## config.mk

```make
export PLATFORM = sky130hd
export DESIGN_NAME = program_loader_flat
export DESIGN_NICKNAME = d
export VERILOG_FILES = /design/src/rtl/program_loader_pkg.sv /design/src/rtl/program_loader_if.sv /design/src/rtl/program_loader.sv /design/src/flat_wrapper.sv
export SDC_FILE = /design/constraint.sdc
export NUM_CORES = 1
export LEC_CHECK = 0
export BUFFER_PORTS_ARGS = -buffer_cell sky130_fd_sc_hd__buf_2
export CORE_ASPECT_RATIO = 1.5
export CORE_UTILIZATION = 56
export DETAILED_ROUTE_END_ITERATION = 10
export GPL_ROUTABILITY_DRIVEN = 1
export PLACE_DENSITY = 0.79
export REMOVE_ABC_BUFFERS = 1
export SYNTH_ARGS = -nofsm -noshare
export SYNTH_HDL_FRONTEND = slang
export SYNTH_SLANG_ARGS = --single-unit
```

## constraint.sdc

```tcl
create_clock -name clk -period 2.2 [get_ports clk]
set_input_delay 0.44 -clock clk [delete_from_list [all_inputs] [get_ports clk]]
set_output_delay 0.44 -clock clk [all_outputs]
set_load 0.01 [all_outputs]
```

## src/rtl/program_loader_pkg.sv

```systemverilog
// Shared constants, FSM state type and header validation for the program loader.
package program_loader_pkg;

  localparam int unsigned ADDR_W  = 4;
  localparam int unsigned DEPTH   = 1 << ADDR_W;
  localparam int unsigned CNT_W   = ADDR_W + 1;
  localparam int unsigned INSTR_W = 16;
  localparam int unsigned BYTE_W  = 8;

  typedef enum logic [2:0] {
    ST_IDLE,
    ST_HI,
    ST_LO,
    ST_CHECK,
    ST_DONE,
    ST_ERROR
  } state_e;

  // A header is usable when it names between 1 and DEPTH words.
  function automatic logic hdr_ok(input logic [BYTE_W-1:0] n);
    return (n != '0) && (n <= BYTE_W'(DEPTH));
  endfunction

endpackage

```

## src/rtl/program_loader_if.sv

```systemverilog
// Byte-serial valid/ready stream carrying the program image.
interface program_loader_if;
  import program_loader_pkg::*;

  logic              in_valid;
  logic              in_ready;
  logic [BYTE_W-1:0] in_data;

  modport master (output in_valid, output in_data, input  in_ready);
  modport slave  (input  in_valid, input  in_data, output in_ready);

endinterface

```

## src/rtl/program_loader.sv

```systemverilog
// Loads a checksummed program image from a byte stream into the instruction
// store and holds the CPU in reset until a load completes cleanly.
module program_loader
  import program_loader_pkg::*;
(
  input  logic               clk,
  input  logic               rst,
  program_loader_if.slave    in_if,
  input  logic               restart_i,
  output logic               mem_we_o,
  output logic [ADDR_W-1:0]  mem_addr_o,
  output logic [INSTR_W-1:0] mem_wdata_o,
  output logic               cpu_rst_o,
  output logic               done_o,
  output logic               err_o,
  output logic [CNT_W-1:0]   words_loaded_o
);

  state_e               state_q;
  logic                 ready_q;
  logic [CNT_W-1:0]     n_q;
  logic [CNT_W-1:0]     words_q;
  logic [ADDR_W-1:0]    addr_q;
  logic [BYTE_W-1:0]    hi_q;
  logic [BYTE_W-1:0]    csum_q;
  logic                 mem_we_q;
  logic [ADDR_W-1:0]    mem_addr_q;
  logic [INSTR_W-1:0]   mem_wdata_q;
  logic                 cpu_rst_q;
  logic                 done_q;
  logic                 err_q;
  logic                 accept_c;

  assign accept_c       = in_if.in_valid && ready_q;
  assign in_if.in_ready = ready_q;
  assign mem_we_o       = mem_we_q;
  assign mem_addr_o     = mem_addr_q;
  assign mem_wdata_o    = mem_wdata_q;
  assign cpu_rst_o      = cpu_rst_q;
  assign done_o         = done_q;
  assign err_o          = err_q;
  assign words_loaded_o = words_q;

  // Load FSM with registered outputs; ready_q tracks the receiving states.
  always_ff @(posedge clk) begin
    if (rst) begin
      state_q     <= ST_IDLE;
      ready_q     <= 1'b1;
      n_q         <= '0;
      words_q     <= '0;
      addr_q      <= '0;
      hi_q        <= '0;
      csum_q      <= '0;
      mem_we_q    <= 1'b0;
      mem_addr_q  <= '0;
      mem_wdata_q <= '0;
      cpu_rst_q   <= 1'b1;
      done_q      <= 1'b0;
      err_q       <= 1'b0;
    end else begin
      mem_we_q <= 1'b0;
      case (state_q)
        ST_IDLE: begin
          if (accept_c) begin
            if (hdr_ok(in_if.in_data)) begin
              n_q     <= CNT_W'(in_if.in_data);
              addr_q  <= '0;
              csum_q  <= '0;
              words_q <= '0;
              state_q <= ST_HI;
            end else begin
              ready_q <= 1'b0;
              err_q   <= 1'b1;
              state_q <= ST_ERROR;
            end
          end
        end
        ST_HI: begin
          if (accept_c) begin
            hi_q    <= in_if.in_data;
            csum_q  <= csum_q ^ in_if.in_data;
            state_q <= ST_LO;
          end
        end
        ST_LO: begin
          if (accept_c) begin
            mem_we_q    <= 1'b1;
            mem_addr_q  <= addr_q;
            mem_wdata_q <= {hi_q, in_if.in_data};
            csum_q      <= csum_q ^ in_if.in_data;
            addr_q      <= addr_q + ADDR_W'(1);
            words_q     <= words_q + CNT_W'(1);
            state_q     <= ((words_q + CNT_W'(1)) == n_q) ? ST_CHECK : ST_HI;
          end
        end
        ST_CHECK: begin
          if (accept_c) begin
            ready_q <= 1'b0;
            if (in_if.in_data == csum_q) begin
              done_q    <= 1'b1;
              cpu_rst_q <= 1'b0;
              state_q   <= ST_DONE;
            end else begin
              err_q   <= 1'b1;
              state_q <= ST_ERROR;
            end
          end
        end
        ST_DONE, ST_ERROR: begin
          if (restart_i) begin
            ready_q   <= 1'b1;
            done_q    <= 1'b0;
            err_q     <= 1'b0;
            cpu_rst_q <= 1'b1;
            state_q   <= ST_IDLE;
          end
        end
        default: begin
          ready_q   <= 1'b1;
          cpu_rst_q <= 1'b1;
          state_q   <= ST_IDLE;
        end
      endcase
    end
  end

endmodule

```

## src/flat_wrapper.sv

```systemverilog
// flat-port wrapper written by rule: the top's interface ports become plain ports
module program_loader_flat import program_loader_pkg::*;
  (clk, rst, restart_i, mem_we_o, mem_addr_o, mem_wdata_o, cpu_rst_o, done_o, err_o, words_loaded_o, in_if_in_valid, in_if_in_data, in_if_in_ready);
  program_loader_if in_if_i ();
  input  logic clk;
  input  logic rst;
  input  logic restart_i;
  output logic mem_we_o;
  output logic [ADDR_W-1:0] mem_addr_o;
  output logic [INSTR_W-1:0] mem_wdata_o;
  output logic cpu_rst_o;
  output logic done_o;
  output logic err_o;
  output logic [CNT_W-1:0] words_loaded_o;
  input wire logic [$bits(in_if_i.in_valid)-1:0] in_if_in_valid;
  input wire logic [$bits(in_if_i.in_data)-1:0] in_if_in_data;
  output wire logic [$bits(in_if_i.in_ready)-1:0] in_if_in_ready;
  assign in_if_i.in_valid = in_if_in_valid;
  assign in_if_i.in_data = in_if_in_data;
  assign in_if_in_ready = in_if_i.in_ready;
  program_loader u_core (.clk(clk), .rst(rst), .in_if(in_if_i), .restart_i(restart_i), .mem_we_o(mem_we_o), .mem_addr_o(mem_addr_o), .mem_wdata_o(mem_wdata_o), .cpu_rst_o(cpu_rst_o), .done_o(done_o), .err_o(err_o), .words_loaded_o(words_loaded_o));
endmodule
```

# Word level (Yosys, flattened, before mapping)
# Cells that the tools add are included.
[word_totals]
register_bits = 58
input_bits = 12
output_inout_bits = 30
wordCells = 98
[classes]
n_addsub = 2
magnitude_cmp = 1
eq_ne = 17
muxes = 39
n_bitwise = 4
reduce_logical = 22
[ops]
columns = ["op", "n"]
rows = [
  ["2-to-1 mux 8 bit", 3],
  ["2-to-1 mux 3 bit", 6],
  ["one-hot mux 8 bit (2 select lines)", 1],
  ["AND reduction 4 bit", 4],
  ["2-to-1 mux 1 bit", 15],
  ["2-to-1 mux 5 bit", 3],
  ["one-hot mux 3 bit (5 select lines)", 1],
  ["inequality test 2 x 1 -> 1 bit (second input constant)", 7],
  ["2-to-1 mux 4 bit", 3],
  ["one-hot mux 5 bit (2 select lines)", 1],
  ["AND reduction 5 bit", 2],
  ["== test 8 bit", 1],
  ["less-or-equal comparator 8 x 5 -> 1 bit (second input constant)", 1],
  ["one-hot mux 4 bit (2 select lines)", 1],
  ["nonzero test 8 bit", 1],
  ["bitwise XOR 8 bit", 1],
  ["== test 3 x 2 -> 1 bit (second input constant)", 2],
  ["== test 3 bit (second input constant)", 2],
  ["inequality test 2 bit (second input constant)", 3],
  ["one-hot mux 1 bit (3 select lines)", 2],
  ["AND reduction 6 bit", 1],
  ["nonzero test 2 bit", 3],
  ["OR reduction 2 bit", 3],
  ["adder 5 x 1 -> 5 bit (second input constant)", 1],
  ["other kinds (13)", 17],
]

# Logic depth before layout (Yosys ltp)
[depth]
depth_word = 5
depth_mapped = 8
ltp_nobuf = 5

# Worst setup path before layout
# OpenSTA, ideal clock, no wires.
[synth_path]
path_type = "input-to-reg"
start = "input port in_if_in_data[0]"
end = "register u_core.ready_q (netlist: u_core.in_if.in_ready)"
setup_time_ps = 116
arrival_ps = 1798
t_required_ps = 2084
path_slack_ps = 286
stages = 5
n_path_buf = 1
cell_sequence = "clkbuf_1 -> nor4_4 -> mux2i_2 -> a21boi_0 -> a31o_2"
[synth_via]
elab_chain_cells = 4
word_cells_on_any_way = 5
classes_between = "1 x order compare; 1 x eq/ne; 3 x reduce/logical"
[synth_lines]
columns = ["item", "line_no", "source"]
rows = [
  ["start: declaration", "flat_wrapper.sv:16", "input wire logic [$bits(in_if_i.in_data)-1:0] in_if_in_data;"],
  ["less-or-equal comparator 8 x 5 -> 1 bit or nonzero test 8 bit (tied branches)", "program_loader_pkg.sv:21", "return (n != '0) && (n <= BYTE_W'(DEPTH));"],
  ["logical AND 1 bit *", "program_loader_pkg.sv:21", ""],
  ["inequality test 2 bit (no source line) *", "--", ""],
  ["AND reduction 5 bit (no source line) *", "--", ""],
  ["end signal: assignment", "program_loader.sv:48", "ready_q <= 1'b1;"],
  ["end signal: assignment", "program_loader.sv:72", "ready_q <= 1'b0;"],
  ["end signal: assignment", "program_loader.sv:98", "ready_q <= 1'b0;"],
  ["end: declaration", "program_loader.sv:20", "logic ready_q;"],
]
# Every way passes the cells marked *; elsewhere a longest branch is shown, timed or not.
# A chain may end at the register's enable or synchronous reset.

# Worst setup path after layout
[layout_path]
start = "register u_core.state_q[2]"
end = "register u_core.addr_q[3]"
[layout_via]
elab_chain_cells = 3
word_cells_on_any_way = 8
classes_between = "4 x eq/ne; 1 x mux; 3 x reduce/logical"
[layout_lines]
columns = ["item", "line_no", "source"]
rows = [
  ["start: declaration", "program_loader.sv:19", "state_e state_q;"],
  ["start signal: assignment", "program_loader.sv:93", "state_q <= ((words_q + CNT_W'(1)) == n_q) ? ST_CHECK : ST_HI;"],
  ["== test 3 x 2 -> 1 bit or logical NOT 3 bit (tied branches)", "program_loader.sv:62", "case (state_q)"],
  ["inequality test 2 x 1 -> 1 bit (no source line) or nonzero test 2 bit (tied branches)", "--", ""],
  ["AND reduction 4 bit (no source line)", "--", ""],
  ["end signal: assignment", "program_loader.sv:91", "addr_q <= addr_q + ADDR_W'(1);"],
  ["end: declaration", "program_loader.sv:23", "logic [ADDR_W-1:0] addr_q;"],
]
# Several ways; a longest one is shown, not always the timed one.

==> out/results.ini <==
[status]
outcome=complete, no violations

[timing]
tightest_slew_ns=0.6733
fin_worst_skew_ns=0.005449
fmax_ghz=0.5277
maxSlewViolCount=0
setup_ws_ns=0.3049
fin_crit_sh_pct=86.14
rsz0062_at_grt=no
finalSetupViolCount=0
final_hold_viol_count=0
finalSetupTns_ns=0
finalCriticalPeriod_ns=1.895
slew_headroom_pct=54.96
whs_ns=0.3989

[setup_path]
crit_path_end_kind=flip-flop
r2r-end=u_core.addr_q[3]
reg2reg_depth=4
path_max_fanout=13
cp-start-kind=flip-flop
worstSetupPathType=reg2reg
timing.rr.start=u_core.state_q[2]
arrival_ns=2.13
cp.required_ns=2.44
reg2reg_slack_ns=0.30

[logic_synthesis]
synthFlopType=dfxtp_1
yosys_warnings=0
synthCells=334
ys_seq_elements=58
syn-cell-area_um2=2725
synth_area_leaders=dfxtp_1 (43%), a21oi_1 (7.2%), nand2_1 (6.3%)
avgSynthCellArea_um2=8.159
async_reset_ff_share_pct=0
synth_cell_types=48
ys_seq_area_share_pct=42.61
synth_edf_count=0
synth_top_area_share_pct=42.61
synth.largest_area_cell=dfxtp_1

[placement]
placed_cell_area_um2=3015
gp_congestion=0.8231
portBuffers=41
numPlacedInstances=425
place_ws_ns=0.05035
dp_hpwl_mm=4.042

[grt]
grt.overflow.total=0
antenna_found_initial=0
grt_pass1_vias=2235
grt_usage_pct=25.64
grt_max_degree=30
grt_pass1_wl_mm=10.05

[routing]
drcViolationCount=0
routed_via_density=5.558
firstDrtPassIters=4
drtAntennaViolNets=0
vias=2451
drt_wl_total_mm=6.042
wl_per_cell_um=13.70
drt_iter0_drc=131

[layout]
fill_cells=391
regArea_um2=1161
final_area_um2=3209
diodes=0
mostFrequentLayoutCells=dfxtp_1 (58), nand2_1 (46), buf_2 (41), a21oi_1 (39), nor2_1 (21)
layout-drive-gt1-share_pct=21.49
final_core_utilization_pct=70.08
finalNetCount=386
area_growth_pct=17.77
instances_no_fill=441
multiInputGateArea_um2=1391
final_common_cell=dfxtp_1

[hold_path]
min_from=in_if_in_data[5]
whs_path_depth=3
holdCritPathClass=in2reg
hold_end=u_core.mem_wdata_o[5]

[cts]
clock_sinks=58
htreeDepth=3
cts_resized=0
cts_buffers=9
root_buffer=clkbuf_8
cts_tree=yes
postCtsSetupBuffers=0
cts_max_path_buffers=2
clk_latency_ns=0.33
cts_hold_buf=0
clk_pin_slew_worst_paths_ns=0.07

[power_and_ir_drop]
power_mw=2.614
power_density_nw_per_um2=814.4
ir_worst_vdd_mv=0.5528
p_leak_nw=1.190

[die]
start_util_pct=59.51
die_area_um2=5155
num_io_pins=42
die_h_um=87.44
rows=30
die_x_um=58.96
core-area_um2=4579

[flow_run]
drv_cap=0

cells by family (layout without fill, tap and decap cells):
family | count (synthesis) | after routing | synth area share [%]
adders and majority gates | 2 | 2 | 0.9181
and+or+nand+nor | 118 | 118 | 21.90
DFF | 58 | 58 | 42.61
buffers and inverters | 42 | 85 | 6.336
xor gates and xnor gates | 15 | 15 | 4.821
AOI/OAI and AO/OA | 89 | 89 | 19.56
muxes | 10 | 10 | 3.857
critical path, stage by stage (launching register included):
cell and delay (ns):
dfxtp_1 0.43, or3b_1 0.53, or2_1 0.28, or4_1 0.48, o311ai_1 0.09
cells in the mapped netlist (2+ instances only):
cell type and n:
nand2b_1 4, ha_1 2, or4_1 2, mux2i_1 8
clkbuf_1 22, nor3_1 4, nor2_1 21, o211ai_1 3
nor4_1 3, nand3b_1 2, nand4_1 7, nand3_1 13
nor4b_1 2, a211oi_1 3, a31oi_1 9, o31ai_1 2
o21ai_0 16, nand2_1 46, nor2b_1 3, dfxtp_1 58
xor2_1 3, a21oi_1 39, nor3b_1 3, buf_2 6
o21a_1 3, xnor2_1 12, inv_1 12, buf_4 2
a311oi_1 3, o21ai_1 3
report_power, final:
part | total [mW] | leakage (nW) | internal (mW) | switching, mW
registers | 1.16 | 0.469 | 1.11 | 0.0515
logic | 0.501 | 0.621 | 0.187 | 0.314
clock network | 0.954 | 0.0990 | 0.520 | 0.434
total | 2.61 | 1.19 | 1.81 | 0.800
sequential cells by signal, summed over array words and instances, names as in the netlist, 3 cells and up:
name and flops:
u_core.addr_q 4, u_core.csum_q 8, u_core.hi_q 8, u_core.mem_addr_o 4
u_core.mem_wdata_o 16, u_core.n_q 5, u_core.state_q 3, u_core.words_loaded_o 5
cell type report:
type                    instances  area share (%)
well taps                      64           2.495
clock inverters                 7           2.183
clock buffers                   9           3.860
multi-input cells             234           43.35
repair buffers                 57           10.53
flip-flops and latches         58           36.18
inverters                      12           1.404
routing by layer:
metal	routed length, µm	vias up	GRT usage (%)	part of all wire (%)
li1	-	1243	-	-
met1	2678	1127	31.35	44
met2	2955	65	39.57	49
met3	253	16	7.281	4.2
met4	154	0	14.94	2.5
met5	0	-	0	0
how the worst max path moves through the flow:
stage | start | end | slack [ns]
6_report | u_core.state_q[2] | u_core.addr_q[3] | 0.30
5_1_grt | u_core.state_q[2] | u_core.addr_q[3] | 0.23
4_1_cts | u_core.state_q[2] | u_core.addr_q[3] | 0.30
3_5_place_dp | in_if_in_data[5] | u_core.words_loaded_o[4] | 0.05
3_3_place_gp | in_if_in_data[5] | u_core.words_loaded_o[3] | 0.14
2_1_floorplan | u_core.state_q[1] | u_core.words_loaded_o[2] | -0.24
Power figures use the tool's default switching activity.
